<file path="src/rtl/switch_port_ingress.sv">
// Single-port ingress receiver: validates and classifies single-beat packets, buffers them,
// and presents the head packet to the crossbar until every target output has granted it.
module switch_port_ingress #(
    parameter int PORT_ID = 0,
    parameter int DEPTH   = 4,
    parameter int DATA_W  = 8
) (
    input  logic                       clk,
    input  logic                       rst_n,
    input  logic                       in_valid,
    input  logic [3:0]                 in_source,
    input  logic [3:0]                 in_target,
    input  logic [DATA_W-1:0]          in_data,
    output logic                       in_ready,
    output logic                       req_valid,
    output logic [3:0]                 req_target,
    output logic [DATA_W-1:0]          req_data,
    output logic [1:0]                 req_type,
    input  logic [3:0]                 req_grant,
    output logic                       drop_pulse,
    output logic [7:0]                 err_count,
    output logic [$clog2(DEPTH):0]     fifo_count
);

    localparam int AW = $clog2(DEPTH);
    localparam int CW = AW + 1;
    localparam logic [3:0] SELF = 4'(1 << PORT_ID);

    typedef enum logic [1:0] {EMPTY, LOAD, SERVE} state_t;

    state_t state, state_next;

    logic [3:0]        tgt_mem  [DEPTH];
    logic [DATA_W-1:0] data_mem [DEPTH];
    logic [1:0]        type_mem [DEPTH];

    logic [AW-1:0]     wr_ptr, rd_ptr;
    logic [CW-1:0]     count, count_next;
    logic [3:0]        rem;
    logic [DATA_W-1:0] head_data;
    logic [1:0]        head_type;

    logic accept, legal, push, drop, pop;

    // Class code is popcount-1: one target SDP, two MDP, three BDP.
    function automatic logic [1:0] classify(input logic [3:0] t);
        logic [2:0] n;
        n = {2'b0, t[0]} + {2'b0, t[1]} + {2'b0, t[2]} + {2'b0, t[3]};
        return 2'(n - 3'd1);
    endfunction

    function automatic logic [7:0] sat_inc(input logic [7:0] v);
        return (v == 8'hFF) ? v : v + 8'd1;
    endfunction

    assign in_ready   = (count != CW'(DEPTH));
    assign accept     = in_valid && in_ready;
    assign legal      = (in_source == SELF) && (in_target != 4'b0) && ((in_target & SELF) == 4'b0);
    assign push       = accept && legal;
    assign drop       = accept && !legal;
    assign pop        = (state == SERVE) && ((rem & ~req_grant) == 4'b0);

    assign req_valid  = (state == SERVE);
    assign req_target = (state == SERVE) ? rem : 4'b0;
    assign req_data   = head_data;
    assign req_type   = head_type;
    assign fifo_count = count;

    always_comb begin
        count_next = count;
        case ({push, pop})
            2'b10:   count_next = count + 1'b1;
            2'b01:   count_next = count - 1'b1;
            default: count_next = count;
        endcase
    end

    always_comb begin
        state_next = state;
        case (state)
            EMPTY: if (count != '0) state_next = LOAD;
            LOAD:  state_next = SERVE;
            SERVE: if (pop) state_next = (count_next != '0) ? LOAD : EMPTY;
            default: state_next = EMPTY;
        endcase
    end

    always_ff @(posedge clk or negedge rst_n) begin
        if (!rst_n) state <= EMPTY;
        else        state <= state_next;
    end

    // Storage stage: payload memory carries no reset; pointers and counters do.
    always_ff @(posedge clk) begin
        if (push) begin
            tgt_mem[wr_ptr]  <= in_target;
            data_mem[wr_ptr] <= in_data;
            type_mem[wr_ptr] <= classify(in_target);
        end
    end

    always_ff @(posedge clk or negedge rst_n) begin
        if (!rst_n) begin
            wr_ptr     <= '0;
            rd_ptr     <= '0;
            count      <= '0;
            drop_pulse <= 1'b0;
            err_count  <= 8'd0;
        end else begin
            if (push) wr_ptr <= wr_ptr + 1'b1;
            if (pop)  rd_ptr <= rd_ptr + 1'b1;
            count      <= count_next;
            drop_pulse <= drop;
            if (drop) err_count <= sat_inc(err_count);
        end
    end

    // Head stage: type and data are latched once per entry so they stay stable while rem shrinks.
    always_ff @(posedge clk or negedge rst_n) begin
        if (!rst_n) begin
            rem       <= 4'b0;
            head_data <= '0;
            head_type <= 2'b0;
        end else if (state == LOAD) begin
            rem       <= tgt_mem[rd_ptr];
            head_data <= data_mem[rd_ptr];
            head_type <= type_mem[rd_ptr];
        end else if (state == SERVE) begin
            rem <= rem & ~req_grant;
        end
    end

endmodule

</file>
<file path="config.mk">
export PLATFORM = sky130hd
export DESIGN_NAME = switch_port_ingress
export DESIGN_NICKNAME = d
export VERILOG_FILES = /design/src/rtl/switch_port_ingress.sv
export SDC_FILE = /design/constraint.sdc
export NUM_CORES = 1
export LEC_CHECK = 0
export CAP_MARGIN = 5
export CORE_AREA = 2 2 64 112
export DETAILED_ROUTE_END_ITERATION = 8
export DIE_AREA = 0 0 66 114
export PLACE_DENSITY_LB_ADDON = 0.1
export SLEW_MARGIN = 5
export SYNTH_ARGS = -nofsm -noshare
export SYNTH_HDL_FRONTEND = slang
export SYNTH_SLANG_ARGS = --single-unit
</file>
<file path="constraint.sdc">
create_clock -name clk -period 6.46 [get_ports clk]
set_input_delay 0.646 -clock clk [delete_from_list [all_inputs] [get_ports clk]]
set_output_delay 0.646 -clock clk [all_outputs]
set_load 0.03 [all_outputs]
</file>
# --- Word level (Yosys, flattened, before mapping) ---
# Memory sizes are Yosys's and may differ from the RTL's. A register that Yosys moved wholly into a read port is not among the register bits.
# Index checks and enable logic that the tools add are counted.
word_totals:
  inputBits: 23
  ramBits: 56
  out_inout_bits: 28
  elab_cells: 59
  reg_bits: 22
  n_memories: 3
memory_table:
  columns: ["memory", "words", "width", "rd", "rd_clocked_by_memory_dff", "wr", "line_no", "source"]
  rows:
  - ["data_mem", 4, 8, 1, 1, 1, "34", "logic [DATA_W-1:0] data_mem [DEPTH];"]
  - ["tgt_mem", 4, 4, 1, 0, 1, "33", "logic [3:0] tgt_mem [DEPTH];"]
  - ["type_mem", 4, 2, 1, 1, 1, "35", "logic [1:0] type_mem [DEPTH];"]
classes:
  bitwise: 3
  add_sub_neg: 9
  n_reduce_logical: 18
  muxes: 10
  n_eq_ne: 9
op_table:
  columns: ["op", "n"]
  rows:
  - ["4-bit two-way mux", 3]
  - ["8-bit by 1-bit adder with 8-bit output (second input constant)", 1]
  - ["8-bit == test (second input constant)", 1]
  - ["4-bit zero test", 2]
  - ["1-bit logical AND", 6]
  - ["2-bit case mux with 3 select lines", 1]
  - ["3-bit case mux with 2 select lines", 1]
  - ["3-bit nonzero test", 2]
  - ["2-bit by 1-bit adder with 2-bit output", 2]
  - ["2-bit by 1-bit adder with 2-bit output (second input constant)", 2]
  - ["4-bit AND", 1]
  - ["2-bit by 1-bit == test with 1-bit output (second input constant)", 2]
  - ["2-bit == test (second input constant)", 2]
  - ["4-bit by 1-bit == test with 1-bit output (second input constant)", 1]
  - ["2-bit two-way mux", 2]
  - ["4-bit NOT", 1]
  - ["2-bit AND reduction", 2]
  - ["4-bit nonzero test", 1]
  - ["3-bit by 1-bit adder with 3-bit output (second input constant)", 1]
  - ["1-bit zero test", 3]
  - ["1-bit two-way mux", 3]
  - ["3-bit inequality test (second input constant)", 1]
  - ["3-bit by 1-bit subtractor with 3-bit output (second input constant)", 1]
  - ["1-bit by 1-bit adder with 2-bit output", 1]
  - ["other kinds (6)", 6]

# --- Depth between registers and ports, before layout ---
depth:
  depth_word: 10
  ltp_mapped: 11
  depth_no_buf: 11

# --- Worst setup path before layout ---
# No wires, ideal clock.
synth_path:
  path_type: "reg2reg"
  from: "register count[0] (netlist: fifo_count[0])"
  to: "register state[0]"
  synth_period_minus_slack_ns: 2.888
  required_ns: 6.333
  setup_ns: 0.127
  setup_slack_ns: 3.572
  path_buffers: 0
  t_arrival_ns: 2.761
  path_stages_with_launch: 12
  path_cell_list: "dfrtp_1 or3b_2 nand2_1 nor4_4 inv_1 ha_1 inv_1 fa_1 nand2b_1 a221oi_1 a211oi_1 nand3b_1"
synth_between:
  elab_chain_len: 9
  word_cells_on_any_way: 15
  classes_between: "add/sub: 2; eq/ne: 4; mux: 4; reduce/logical: 5"
synth_lines:
  columns: ["element", "line_no", "source"]
  rows:
  - ["start: declaration", "38", "logic [CW-1:0] count, count_next;"]
  - ["start signal: assignment", "112", "count <= count_next;"]
  - ["3-bit inequality test *", "56", "assign in_ready = (count != CW'(DEPTH));"]
  - ["named net in_ready", "14", "output logic in_ready,"]
  - ["1-bit logical AND *", "57", "assign accept = in_valid && in_ready;"]
  - ["1-bit logical AND *", "59", "assign push = accept && legal;"]
  - ["2-bit by 1-bit == test with 1-bit output / 2-bit == test (equally long branches)", "71", "case ({push, pop})"]
  - ["3-bit case mux with 2 select lines *", "71", null]
  - ["3-bit nonzero test *", "83", "SERVE: if (pop) state_next = (count_next != '0) ? LOAD : EMPTY;"]
  - ["1-bit two-way mux *", "83", null]
  - ["2-bit two-way mux *", "83", null]
  - ["2-bit case mux with 3 select lines *", "80", "case (state)"]
  - ["end signal: assignment", "90", "else state <= state_next;"]
  - ["end: declaration", "31", "state_t state, state_next;"]
# Mark *: on every way through the listed nets, which the timed path passes. The rest lies on a longest branch. The select of a mux whose other input is x is not followed.
# A chain may end at the register's enable or synchronous reset.

# --- Worst setup path after layout ---
layout_path:
  from: "input in_target[0]"
  to: "register state[0]"
layout_between:
  elab_chain_len: 10
  word_cells_on_any_way: 12
  classes_between: "eq/ne: 2; mux: 4; reduce/logical: 6"
layout_lines:
  columns: ["element", "line_no", "source"]
  rows:
  - ["start: declaration", "12", "input logic [3:0] in_target,"]
  - ["4-bit nonzero test", "58", "assign legal = (in_source == SELF) && (in_target != 4'b0) && ((in_target & SELF) == 4'b0);"]
  - ["1-bit logical AND", "58", null]
  - ["1-bit logical AND *", "58", null]
  - ["1-bit logical AND *", "59", null]
  - ["2-bit by 1-bit == test with 1-bit output / 2-bit == test (equally long branches)", "71", null]
  - ["3-bit case mux with 2 select lines *", "71", null]
  - ["3-bit nonzero test *", "83", null]
  - ["1-bit two-way mux *", "83", null]
  - ["2-bit two-way mux *", "83", null]
  - ["2-bit case mux with 3 select lines *", "80", null]
# Every way passes the cells marked *; elsewhere a longest branch is shown, timed or not. The select of a mux whose other input is x is not followed.

==> results.cfg <==
[die]
chipWidth_um = 66
pin_count = 51
dieHeight_um = 114
core-area_um2 = 6710
start_util_pct = 56.0
dieArea_um2 = 7520
rows = 40

[synthesis]
netlist_area_um2 = 3750
synth_seq_area_share_pct = 66.1
async_flop_share_pct = 36.4
synth_seq_cells = 88
ys.flop_type = edfxtp_1
syn_nets = 258
synth-edff-count = 56
synth_compound_area_share_pct = 3.67
yosys-top-cells-area = edfxtp_1, dfrtp_1, mux4_2
synth_top_family_by_area = multiplexers
postSynthAreaPerCell_um2 = 16.9
synth_top_area_share_pct = 44.8
yosysWarningCount = 0
yosysUniqueCellTypes = 40
synth-simple-area-share_pct = 8.36
synth_xor_xnor_area_share_pct = 3.27
synth_mux_area_share_pct = 12.1
synth_cells = 222
synth_area_leader_cell = edfxtp_1
yosys.area_share.adder_pct = 4.73

[sta]
hold_violations = 0
slew-limit-headroom_pct = 31.0
fin_crit_sh_pct = 49.4
slew_violations = 0
setup-tns-final_ps = 0
worstMarginPinSlew_ps = 1040
grt_setup_unrepaired = false
max_freq_mhz = 313
final-setup-viol-count = 0
layout_min_cycle_time_ps = 3190
fin_skew_ps = 4.04

[critical_path]
r2r_slack_ps = 3630
cp-start-kind = input port
r2r-start = fifo_count[0]
end_kind = register
cp_max_fo = 7
crit_end = state[0]
worstSetupStartpoint = in_target[0]
crit_arrival_ps = 3460
critPathKind = input port to register
rr_worst_depth = 11
rr_endpoint = state[0]
critical_path_required_ps = 6730

[final_layout]
fill_cells = 484
layout-drive-gt1-share_pct = 17.3
regArea_um2 = 2480
area_delta_synth_final_pct = 24.4
nets = 315
layout_commonest_cell = edfxtp_1
final_cell_mix = edfxtp_1, clkdlybuf4s50_1, dfrtp_1
num_antenna_cells = 0
utilization_pct = 69.6
multiInputGateArea_um2 = 1210

[clock_tree]
clock_latency_ps = 330
clk_transition_reported_paths_ps = 60
cts_max_level = 3
ctsResizeCount = 0
cts_hold_buf = 0
cts_setup_buffers = 0
clkSinkCount = 88
tritoncts = yes
cts_buffers = 9
clockBufferDepth = 2
ctsRootBufferMaster = clkbuf_16

[detailed_routing]
drc = 0
drtIter0Drc = 96
firstDrtPassIters = 3
routed-via-count = 2054
antenna_left = 0
wirelength_um = 6600
via_per_inst = 5.58
wl_per_cell_um = 17.9

[global_routing]
grt_max_degree = 33
grt_pass1_wl_um = 10800
track_usage_pct = 20.2
grt-ovfl-total = 0
antenna_found_initial = 0
grt_pass1_vias = 2203

[placement]
gp_congestion = 0.753
portBuffers = 50
hpwl_um = 4450

[power]
cellLeakagePower_nw = 1.72
powerDensity_nw_per_um2 = 449
ir_worst_vdd_mv = 0.337

[hold_path]
worstHoldPathType = register to register

[run]
max_cap_viol_count = 0

[run_status]
status = finished clean
-- how the worst min path moves through the flow --
stage	slack (ps)	cells after the start	end	from
floorplan	350	0	drop_pulse	rst_n
global placement	490	1	err_count[7]	err_count[7]
detailed placement	490	1	err_count[7]	err_count[7]
CTS	500	1	err_count[7]	err_count[7]
global route	520	1	req_data[4]	req_data[4]
finish	500	1	err_count[7]	err_count[7]
-- cells in the mapped netlist (3+ instances only) --
library cell  number
nor2b_1            4
nand2_1            8
xor2_1            10
and2_1            10
o21ai_0            7
ha_1              11
mux2_2            10
edfxtp_1          56
a32o_1             4
xnor2_1            4
nor4_1             3
mux4_2            14
nor3_1             3
nand3_1            4
inv_1             12
dfrtp_1           32
-- metrics by stage --
step           total power [mW]  setup slack, ps  cells  area, µm²  hold slack, ps
6_report                   2.09             3270    368       4670             498
5_1_grt                    2.21             3100    368       4670             517
4_1_cts                    2.12             3250    368       4670             501
3_5_place_dp               1.57             2920    352       4350             493
3_3_place_gp               1.55             2990    352       4350             485
2_1_floorplan              1.30             3570    222       3750             350
-- state kept, by name, indices dropped and copies added, names as in the netlist --
register	count
err_count	8
data_mem	32
tgt_mem	16
rem	4
type_mem	8
wr_ptr	2
req_type	2
fifo_count	3
rd_ptr	2
req_data	8
state	2
drop_pulse	1
-- report_power, final --
group	switching, mW	internal, mW	total [mW]	leakage [nW]
clock network	0.199	0.348	0.548	0.152
registers	0.128	0.697	0.825	0.892
logic	0.356	0.366	0.721	0.679
total	0.683	1.41	2.09	1.72
-- cell families (layout without fill, tap and decap cells) --
group                      after synthesis  in the layout
buffers and inverters                   17             79
xor gates and xnor gates                14             14
muxes                                   26             26
DFF                                     88             88
and+or+nand+nor                         48             48
adders and majority gates               13             13
AOI/OAI and AO/OA                       16             16
-- critical path, stage by stage --
cell	delay, ps
clkdlybuf4s50_1	490
or4b_4	560
nor4_4	390
inv_1	90
ha_1	260
inv_1	80
fa_1	410
nand2b_1	90
a221oi_1	90
a211oi_1	220
nand3b_1	120
-- final cells by class --
class / instances / area share [%]
Clock inverter: 5 / 1.71
Inverter: 12 / 0.965
Sequential cell: 88 / 53.2
Multi-Input combinational cell: 117 / 25.8
Timing Repair Buffer: 51 / 10.9
Tap cell: 84 / 2.25
Clock buffer: 11 / 5.20
-- layer usage --
metal	GRT usage, %	vias to the layer above	share of wire (%)
met5	0	-	0
met4	8.44	0	2.0
met3	5.52	10	3.9
met2	36.5	45	57
met1	21.7	1042	37
li1	-	957	-
Note: power is estimated with default switching activity, not from simulation.
